`config.mk`:
```
export PLATFORM = sky130hd
export DESIGN_NAME = unalign_samples_flat
export DESIGN_NICKNAME = d
export VERILOG_FILES = /design/src/rtl/unalign_samples_if.sv /design/src/rtl/unalign_samples.sv /design/src/flat_wrapper.sv
export SDC_FILE = /design/constraint.sdc
export NUM_CORES = 1
export LEC_CHECK = 0
export BUFFER_PORTS_ARGS = -buffer_cell sky130_fd_sc_hd__buf_2
export CORE_MARGIN = 2
export CORE_UTILIZATION = 51
export DETAILED_ROUTE_END_ITERATION = 16
export PLACE_DENSITY = 0.72
export REMOVE_ABC_BUFFERS = 1
export SYNTH_ARGS = -nofsm -noshare
export SYNTH_HDL_FRONTEND = slang
export SYNTH_SLANG_ARGS = --single-unit
```
`constraint.sdc`:
```
create_clock -name clk -period 5.3 [get_ports clk]
set_input_delay 0.265 -clock clk [delete_from_list [all_inputs] [get_ports clk]]
set_output_delay 0.265 -clock clk [all_outputs]
set_load 0.01 [all_outputs]
```
`src/rtl/unalign_samples_if.sv`:
```
// AXI-Stream style sample bus shared by the input and output sides of unalign_samples.
// Carries the word, sideband, packet end marker and the valid-sample count of the last word.
interface unalign_samples_if #(
   parameter int SAMP_W = 32,
   parameter int SPC    = 4,
   parameter int USER_W = 1
);
   localparam int DATA_W  = SPC * SAMP_W;
   localparam int SHIFT_W = $clog2(SPC);

   logic [DATA_W-1:0]  tdata;
   logic [USER_W-1:0]  tuser;
   logic               tlast;
   logic [SHIFT_W-1:0] last_n;
   logic               tvalid;
   logic               tready;

   modport master (output tdata, tuser, tlast, last_n, tvalid, input tready);
   modport slave  (input tdata, tuser, tlast, last_n, tvalid, output tready);
endinterface

```
`src/rtl/unalign_samples.sv`:
```
// Strips the leading sample offset from each packet and repacks so the first kept sample lands in lane 0.
// Optional macro UNALIGN_SAMPLES_ZERO_PAD_EN zeroes unused lanes of every tlast beat.
module unalign_samples #(
   parameter int SAMP_W = 32,
   parameter int SPC    = 4,
   parameter int USER_W = 1
) (
   input  logic                   clk,
   input  logic                   rst_n,
   input  logic [$clog2(SPC)-1:0] i_offset,
   unalign_samples_if.slave       i_axis,
   unalign_samples_if.master      o_axis,
   output logic                   o_err
);
   localparam int DATA_W  = SPC * SAMP_W;
   localparam int SHIFT_W = $clog2(SPC);
   localparam logic [SHIFT_W:0]   SPC_N = (SHIFT_W+1)'(SPC);
   localparam logic [SHIFT_W+1:0] SPC_F = (SHIFT_W+2)'(SPC);

   typedef enum logic [1:0] {SOP = 2'd0, RUN = 2'd1, FLUSH = 2'd2} state_e;

   state_e              state_q, state_d;
   logic [SHIFT_W-1:0]  off_q, off_d;
   logic [DATA_W-1:0]   carry_q, carry_d;
   logic [SHIFT_W-1:0]  flush_n_q, flush_n_d;
   logic [USER_W-1:0]   flush_user_q, flush_user_d;
   logic [DATA_W-1:0]   o_tdata_q, o_tdata_d;
   logic [USER_W-1:0]   o_tuser_q, o_tuser_d;
   logic                o_tlast_q, o_tlast_d;
   logic [SHIFT_W-1:0]  o_last_n_q, o_last_n_d;
   logic                o_tvalid_q, o_tvalid_d;
   logic                o_err_q, o_err_d;

   logic                load, in_fire;
   logic [SHIFT_W-1:0]  cur_off;
   logic [SHIFT_W:0]    carry_cnt, n_full;
   logic [SHIFT_W+1:0]  fill_cnt;
   logic [DATA_W-1:0]   shifted, merged;
   logic                emit, e_last;
   logic [DATA_W-1:0]   e_data;
   logic [USER_W-1:0]   e_user;
   logic [SHIFT_W-1:0]  e_n;

`ifdef UNALIGN_SAMPLES_ZERO_PAD_EN
   function automatic logic [DATA_W-1:0] pad_lanes(input logic [DATA_W-1:0] d,
                                                   input logic [SHIFT_W-1:0] n);
      logic [DATA_W-1:0] r;
      r = d;
      for (int k = 0; k < SPC; k++) begin
         if (n != '0 && k >= int'(n)) r[k*SAMP_W +: SAMP_W] = '0;
      end
      return r;
   endfunction
`endif

   assign load            = !o_tvalid_q || o_axis.tready;
   assign i_axis.tready   = (state_q != FLUSH) && load;
   assign in_fire         = i_axis.tvalid && i_axis.tready;
   assign cur_off         = (state_q == SOP) ? i_offset : off_q;
   assign carry_cnt       = SPC_N - {1'b0, cur_off};
   assign n_full          = (i_axis.last_n == '0) ? SPC_N : {1'b0, i_axis.last_n};
   assign fill_cnt        = {1'b0, carry_cnt} + {1'b0, n_full};

   // shifted drops the leading offset lanes; merged appends the current beat after the carried samples
   always_comb begin
      shifted = '0;
      merged  = '0;
      for (int k = 0; k < SPC; k++) begin
         if (k + int'(cur_off) < SPC)
            shifted[k*SAMP_W +: SAMP_W] = i_axis.tdata[(k + int'(cur_off))*SAMP_W +: SAMP_W];
         if (k < int'(carry_cnt))
            merged[k*SAMP_W +: SAMP_W] = carry_q[k*SAMP_W +: SAMP_W];
         else
            merged[k*SAMP_W +: SAMP_W] = i_axis.tdata[(k - int'(carry_cnt))*SAMP_W +: SAMP_W];
      end
   end

   always_comb begin
      state_d      = state_q;
      off_d        = off_q;
      carry_d      = carry_q;
      flush_n_d    = flush_n_q;
      flush_user_d = flush_user_q;
      o_err_d      = 1'b0;
      emit         = 1'b0;
      e_data       = i_axis.tdata;
      e_user       = i_axis.tuser;
      e_last       = 1'b0;
      e_n          = '0;
      unique case (state_q)
         SOP: if (in_fire) begin
            off_d = i_offset;
            if (i_offset == '0) begin
               emit   = 1'b1;
               e_last = i_axis.tlast;
               e_n    = i_axis.tlast ? i_axis.last_n : '0;
               if (!i_axis.tlast) state_d = RUN;
            end else if (!i_axis.tlast) begin
               carry_d = shifted;
               state_d = RUN;
            end else if (n_full > {1'b0, i_offset}) begin
               emit   = 1'b1;
               e_data = shifted;
               e_last = 1'b1;
               e_n    = SHIFT_W'(n_full - {1'b0, i_offset});
            end else begin
               // single-beat packet holds no sample past the offset
               o_err_d = 1'b1;
`ifdef UNALIGN_SAMPLES_ZERO_PAD_EN
               carry_d = '0;
`endif
            end
         end
         RUN: if (in_fire) begin
            emit = 1'b1;
            if (off_q == '0) begin
               e_last = i_axis.tlast;
               e_n    = i_axis.tlast ? i_axis.last_n : '0;
               if (i_axis.tlast) state_d = SOP;
            end else begin
               e_data = merged;
               if (!i_axis.tlast) begin
                  carry_d = shifted;
               end else if (fill_cnt <= SPC_F) begin
                  e_last  = 1'b1;
                  e_n     = SHIFT_W'(fill_cnt);
                  state_d = SOP;
               end else begin
                  carry_d      = shifted;
                  flush_n_d    = SHIFT_W'(n_full - {1'b0, off_q});
                  flush_user_d = i_axis.tuser;
                  state_d      = FLUSH;
               end
            end
         end
         FLUSH: if (load) begin
            emit    = 1'b1;
            e_data  = carry_q;
            e_user  = flush_user_q;
            e_last  = 1'b1;
            e_n     = flush_n_q;
            state_d = SOP;
         end
         default: state_d = SOP;
      endcase
   end

   always_comb begin
      o_tvalid_d = o_tvalid_q;
      o_tdata_d  = o_tdata_q;
      o_tuser_d  = o_tuser_q;
      o_tlast_d  = o_tlast_q;
      o_last_n_d = o_last_n_q;
      if (load) o_tvalid_d = emit;
      if (emit) begin
`ifdef UNALIGN_SAMPLES_ZERO_PAD_EN
         o_tdata_d = e_last ? pad_lanes(e_data, e_n) : e_data;
`else
         o_tdata_d = e_data;
`endif
         o_tuser_d  = e_user;
         o_tlast_d  = e_last;
         o_last_n_d = e_n;
      end
   end

   always_ff @(posedge clk or negedge rst_n) begin
      if (!rst_n) begin
         state_q      <= SOP;
         off_q        <= '0;
         carry_q      <= '0;
         flush_n_q    <= '0;
         flush_user_q <= '0;
         o_tdata_q    <= '0;
         o_tuser_q    <= '0;
         o_tlast_q    <= 1'b0;
         o_last_n_q   <= '0;
         o_tvalid_q   <= 1'b0;
         o_err_q      <= 1'b0;
      end else begin
         state_q      <= state_d;
         off_q        <= off_d;
         carry_q      <= carry_d;
         flush_n_q    <= flush_n_d;
         flush_user_q <= flush_user_d;
         o_tdata_q    <= o_tdata_d;
         o_tuser_q    <= o_tuser_d;
         o_tlast_q    <= o_tlast_d;
         o_last_n_q   <= o_last_n_d;
         o_tvalid_q   <= o_tvalid_d;
         o_err_q      <= o_err_d;
      end
   end

   assign o_axis.tdata  = o_tdata_q;
   assign o_axis.tuser  = o_tuser_q;
   assign o_axis.tlast  = o_tlast_q;
   assign o_axis.last_n = o_last_n_q;
   assign o_axis.tvalid = o_tvalid_q;
   assign o_err         = o_err_q;
endmodule

```
`src/flat_wrapper.sv`:
```
// flat-port wrapper written by rule: the top's interface ports become plain ports
module unalign_samples_flat 
#(
   parameter int SAMP_W = 32,
   parameter int SPC    = 4,
   parameter int USER_W = 1
)
  (clk, rst_n, i_offset, o_err, i_axis_tdata, i_axis_tuser, i_axis_tlast, i_axis_last_n, i_axis_tvalid, i_axis_tready, o_axis_tdata, o_axis_tuser, o_axis_tlast, o_axis_last_n, o_axis_tvalid, o_axis_tready);
  unalign_samples_if #(.SAMP_W(SAMP_W), .SPC(SPC), .USER_W(USER_W)) i_axis_i ();
  unalign_samples_if #(.SAMP_W(SAMP_W), .SPC(SPC), .USER_W(USER_W)) o_axis_i ();
  input  logic clk;
  input  logic rst_n;
  input  logic [$clog2(SPC)-1:0] i_offset;
  output logic o_err;
  input wire logic [$bits(i_axis_i.tdata)-1:0] i_axis_tdata;
  input wire logic [$bits(i_axis_i.tuser)-1:0] i_axis_tuser;
  input wire logic [$bits(i_axis_i.tlast)-1:0] i_axis_tlast;
  input wire logic [$bits(i_axis_i.last_n)-1:0] i_axis_last_n;
  input wire logic [$bits(i_axis_i.tvalid)-1:0] i_axis_tvalid;
  output wire logic [$bits(i_axis_i.tready)-1:0] i_axis_tready;
  output wire logic [$bits(o_axis_i.tdata)-1:0] o_axis_tdata;
  output wire logic [$bits(o_axis_i.tuser)-1:0] o_axis_tuser;
  output wire logic [$bits(o_axis_i.tlast)-1:0] o_axis_tlast;
  output wire logic [$bits(o_axis_i.last_n)-1:0] o_axis_last_n;
  output wire logic [$bits(o_axis_i.tvalid)-1:0] o_axis_tvalid;
  input wire logic [$bits(o_axis_i.tready)-1:0] o_axis_tready;
  assign i_axis_i.tdata = i_axis_tdata;
  assign i_axis_i.tuser = i_axis_tuser;
  assign i_axis_i.tlast = i_axis_tlast;
  assign i_axis_i.last_n = i_axis_last_n;
  assign i_axis_i.tvalid = i_axis_tvalid;
  assign i_axis_tready = i_axis_i.tready;
  assign o_axis_tdata = o_axis_i.tdata;
  assign o_axis_tuser = o_axis_i.tuser;
  assign o_axis_tlast = o_axis_i.tlast;
  assign o_axis_last_n = o_axis_i.last_n;
  assign o_axis_tvalid = o_axis_i.tvalid;
  assign o_axis_i.tready = o_axis_tready;
  unalign_samples #(.SAMP_W(SAMP_W), .SPC(SPC), .USER_W(USER_W)) u_core (.clk(clk), .rst_n(rst_n), .i_offset(i_offset), .i_axis(i_axis_i), .o_axis(o_axis_i), .o_err(o_err));
endmodule
```
==> results.json <==
{
  "die_y_um": 184,
  "yosysMostFrequentCell": "nand2_1",
  "rr_worst_depth": 12,
  "muxShareOfSynthArea_pct": 10.2,
  "synth-compound-area-share_pct": 23.5,
  "p_leak_nw": 8.76,
  "synthAdderAreaFrac_pct": 0.501,
  "ctsHoldBuffers": 10,
  "grt_pass1_wl_mm": 87.6,
  "yosysUniqueCellTypes": 67,
  "port-buffer-count": 272,
  "clockBufferDepth": 3,
  "worst_pin_slew_ns": 1.12,
  "drc": 0,
  "start_util_pct": 52.0,
  "drt-vias-per-instance": 6.65,
  "cts_root_buf": "clkbuf_16",
  "synth_area_leaders": "dfrtp_1 41%, nand2_1 10%, mux2i_1 4.9%",
  "crit_type": "reg2reg",
  "finalNetCount": 2211,
  "dp_hpwl_mm": 33.6,
  "synth_top_family_by_area": "compound AO/OA/AOI/OAI gates",
  "rsz0062_at_grt": "false",
  "synth_top_area_cell": "dfrtp_1",
  "endpoint": "u_core.carry_q[41]$_DFFE_PN0P_",
  "dr.pass1.iters": 8,
  "seqCellArea_um2": 6730,
  "rows": 65,
  "cts_resized": 0,
  "numCtsBuffers": 31,
  "area.growth.synth_to_final_pct": 15.0,
  "synth_ff_type": "dfrtp_1",
  "hold_class": "in2reg",
  "holdWs_ns": 0.00596,
  "clkTransAtPathRegs_ns": 0.06,
  "fin_crit_ns": 4.25,
  "post-route-util_pct": 59.8,
  "r2r-start": "u_core.state_q[0]$_DFFE_PN0P_",
  "finalCritPeriodShare_pct": 80.2,
  "synth_xor_area_share_pct": 0.266,
  "place_congestion": 0.900,
  "antenna_found_initial": 5,
  "slew_violations": 0,
  "avgSynthCellArea_um2": 8.69,
  "boundaryPins": 273,
  "finalHoldViolations": 0,
  "irDropWorstVdd_v": 0.000501,
  "synthTopCellsByCount": "444 x nand2_1, 269 x dfrtp_1, 159 x a21oi_1",
  "finalNonFillerCells": 2496,
  "endpoint_kind": "flop",
  "htree_levels": 1,
  "grt_pass1_vias": 15900,
  "cp-startpoint": "u_core.state_q[0]$_DFFE_PN0P_",
  "wl_per_cell_um": 22.6,
  "core_area_um2": 31700,
  "rrSetupSlack_ns": 1.05,
  "yosys_warnings": 0,
  "vias": 16600,
  "clock-sinks": 269,
  "syn-cell-area_um2": 16500,
  "clk_latency_ns": 0.57,
  "worstPathArrival_ns": 4.70,
  "slew_headroom_pct": 25.0,
  "min_path_cells": 3,
  "synth-edff-count": 0,
  "cp-start-kind": "flop",
  "netlist_instances": 1899,
  "multi_input_area_um2": 8860,
  "dieWidth_um": 184,
  "status": "finished clean",
  "grt_max_degree": 109,
  "overflow": 0,
  "finalSetupTns_ns": 0,
  "synthSimpleGateAreaFrac_pct": 18.6,
  "power_mw": 13.3,
  "crit_fanout": 58,
  "drive_above_1_share_pct": 22.8,
  "grt_usage_pct": 32.8,
  "ys_seq_elements": 269,
  "critPathRequiredTime_ns": 5.74,
  "cts_setup_buffers": 0,
  "die-area_um2": 33800,
  "cts_tree": "built",
  "drt_iter0_drc": 2062,
  "wl_mm": 56.4,
  "dp_cells": 2426,
  "skew_ns": 0.0102,
  "ys_async_sr_fraction_pct": 100,
  "antenna_left": 0,
  "r2r_end": "u_core.carry_q[41]$_DFFE_PN0P_",
  "ys_seq_area_share_pct": 40.8,
  "maxCapViolations": 0,
  "p_per_area_nw_per_um2": 700,
  "setup_violations": 0,
  "synth_top_area_share_pct": 40.8,
  "max_freq_mhz": 235,
  "final.fill_count": 2789
}
## power breakdown
group / leakage [nW] / switching (mW) / internal [mW] / total, mW
clock: 0.537 / 0.909 / 1.40 / 2.31
combinational: 4.90 / 4.59 / 2.85 / 7.44
sequential: 3.32 / 0.598 / 2.93 / 3.53
total: 8.76 / 6.10 / 7.17 / 13.3
## flip-flops by register name, indices dropped and copies added, names as in the netlist
signal and count:
u_core.o_err 1, u_core.flush_user_q 1, u_core.o_axis.tvalid 1, u_core.off_q 2, u_core.state_q 2, u_core.o_axis.tuser 1
u_core.o_axis.tlast 1, u_core.o_axis.tdata 128, u_core.carry_q 128, u_core.o_axis.last_n 2, u_core.flush_n_q 2
## cell families (layout without fill, tap and decap cells)
family / count (synthesis) / after routing
adder cells (fa/ha/maj): 6 / 6
XOR/XNOR: 5 / 5
AO/OA/AOI/OAI: 554 / 554
flip-flops: 269 / 269
buffers and inverters: 189 / 381
multiplexers: 144 / 144
AND/OR/NAND/NOR: 732 / 732
other: 0 / 3
## layout by cell type (no fill, tap or decap), types with 10 or more instances in the layout
| cell | n |
|---|---|
| o21ai_1 | 22 |
| nand2_1 | 441 |
| o2bb2ai_2 | 19 |
| a21oi_1 | 159 |
| mux2_4 | 31 |
| a222oi_1 | 33 |
| mux2i_1 | 80 |
| a221oi_1 | 69 |
| o22ai_1 | 43 |
| and3_1 | 30 |
| dfrtp_1 | 269 |
| nand3_1 | 45 |
| a2bb2oi_1 | 20 |
| dlygate4sd3_1 | 10 |
| buf_2 | 271 |
| buf_4 | 32 |
| a31oi_1 | 55 |
| nor2_1 | 139 |
| nor3_1 | 17 |
| o21ai_0 | 62 |
| clkbuf_16 | 31 |
| mux2_2 | 29 |
| and2_1 | 34 |
| a311oi_1 | 29 |
## cell type report
class	instances	share of cell area [%]
multi-input combinational	1441	46.7
sequential	269	35.5
timing repair buffer	315	9.13
clock buffer	41	4.60
tap	402	2.65
clock inverter	16	1.15
inverter	9	0.218
antenna	3	0.0396
## worst max-delay path, stage by stage (launching register included)
cell and delay (ns):
dfrtp_1 0.54, nor2_4 0.28, mux2i_4 0.30, inv_4 0.20, ha_4 0.35, inv_2 0.04
fa_1 0.52, o31ai_2 0.12, a21oi_2 0.30, nand4_2 0.26, nand2_8 0.47, buf_4 0.34
mux2_2 0.36
## worst min path at each step
stage                           from                             endpoint
floorplan                      rst_n        u_core.carry_q[0]$_DFFE_PN0P_
global placement               rst_n  u_core.o_axis.tdata[13]$_DFFE_PN0P_
detailed placement             rst_n  u_core.o_axis.tdata[13]$_DFFE_PN0P_
CTS                 i_axis_tdata[79]  u_core.o_axis.tdata[79]$_DFFE_PN0P_
global route        i_axis_tdata[64]  u_core.o_axis.tdata[64]$_DFFE_PN0P_
finish              i_axis_tdata[79]  u_core.o_axis.tdata[79]$_DFFE_PN0P_
## through the flow
step                worst slack [ns]  instance area [um^2]
global route                   0.881                 19000
finish                          1.05                 19000
detailed placement              1.12                 17800
floorplan                      -6.73                 15500
global placement                1.24                 17800
CTS                             1.11                 19000
## routing by layer
metal  vias up  track usage (%)  wire, um
li1       7234                -         -
met1      7971             44.3     22000
met2      1143             51.4     25500
met3       233             5.67      6180
met4         6             16.0      2670
met5         -                0        43
Power figures use the tool's default switching activity.
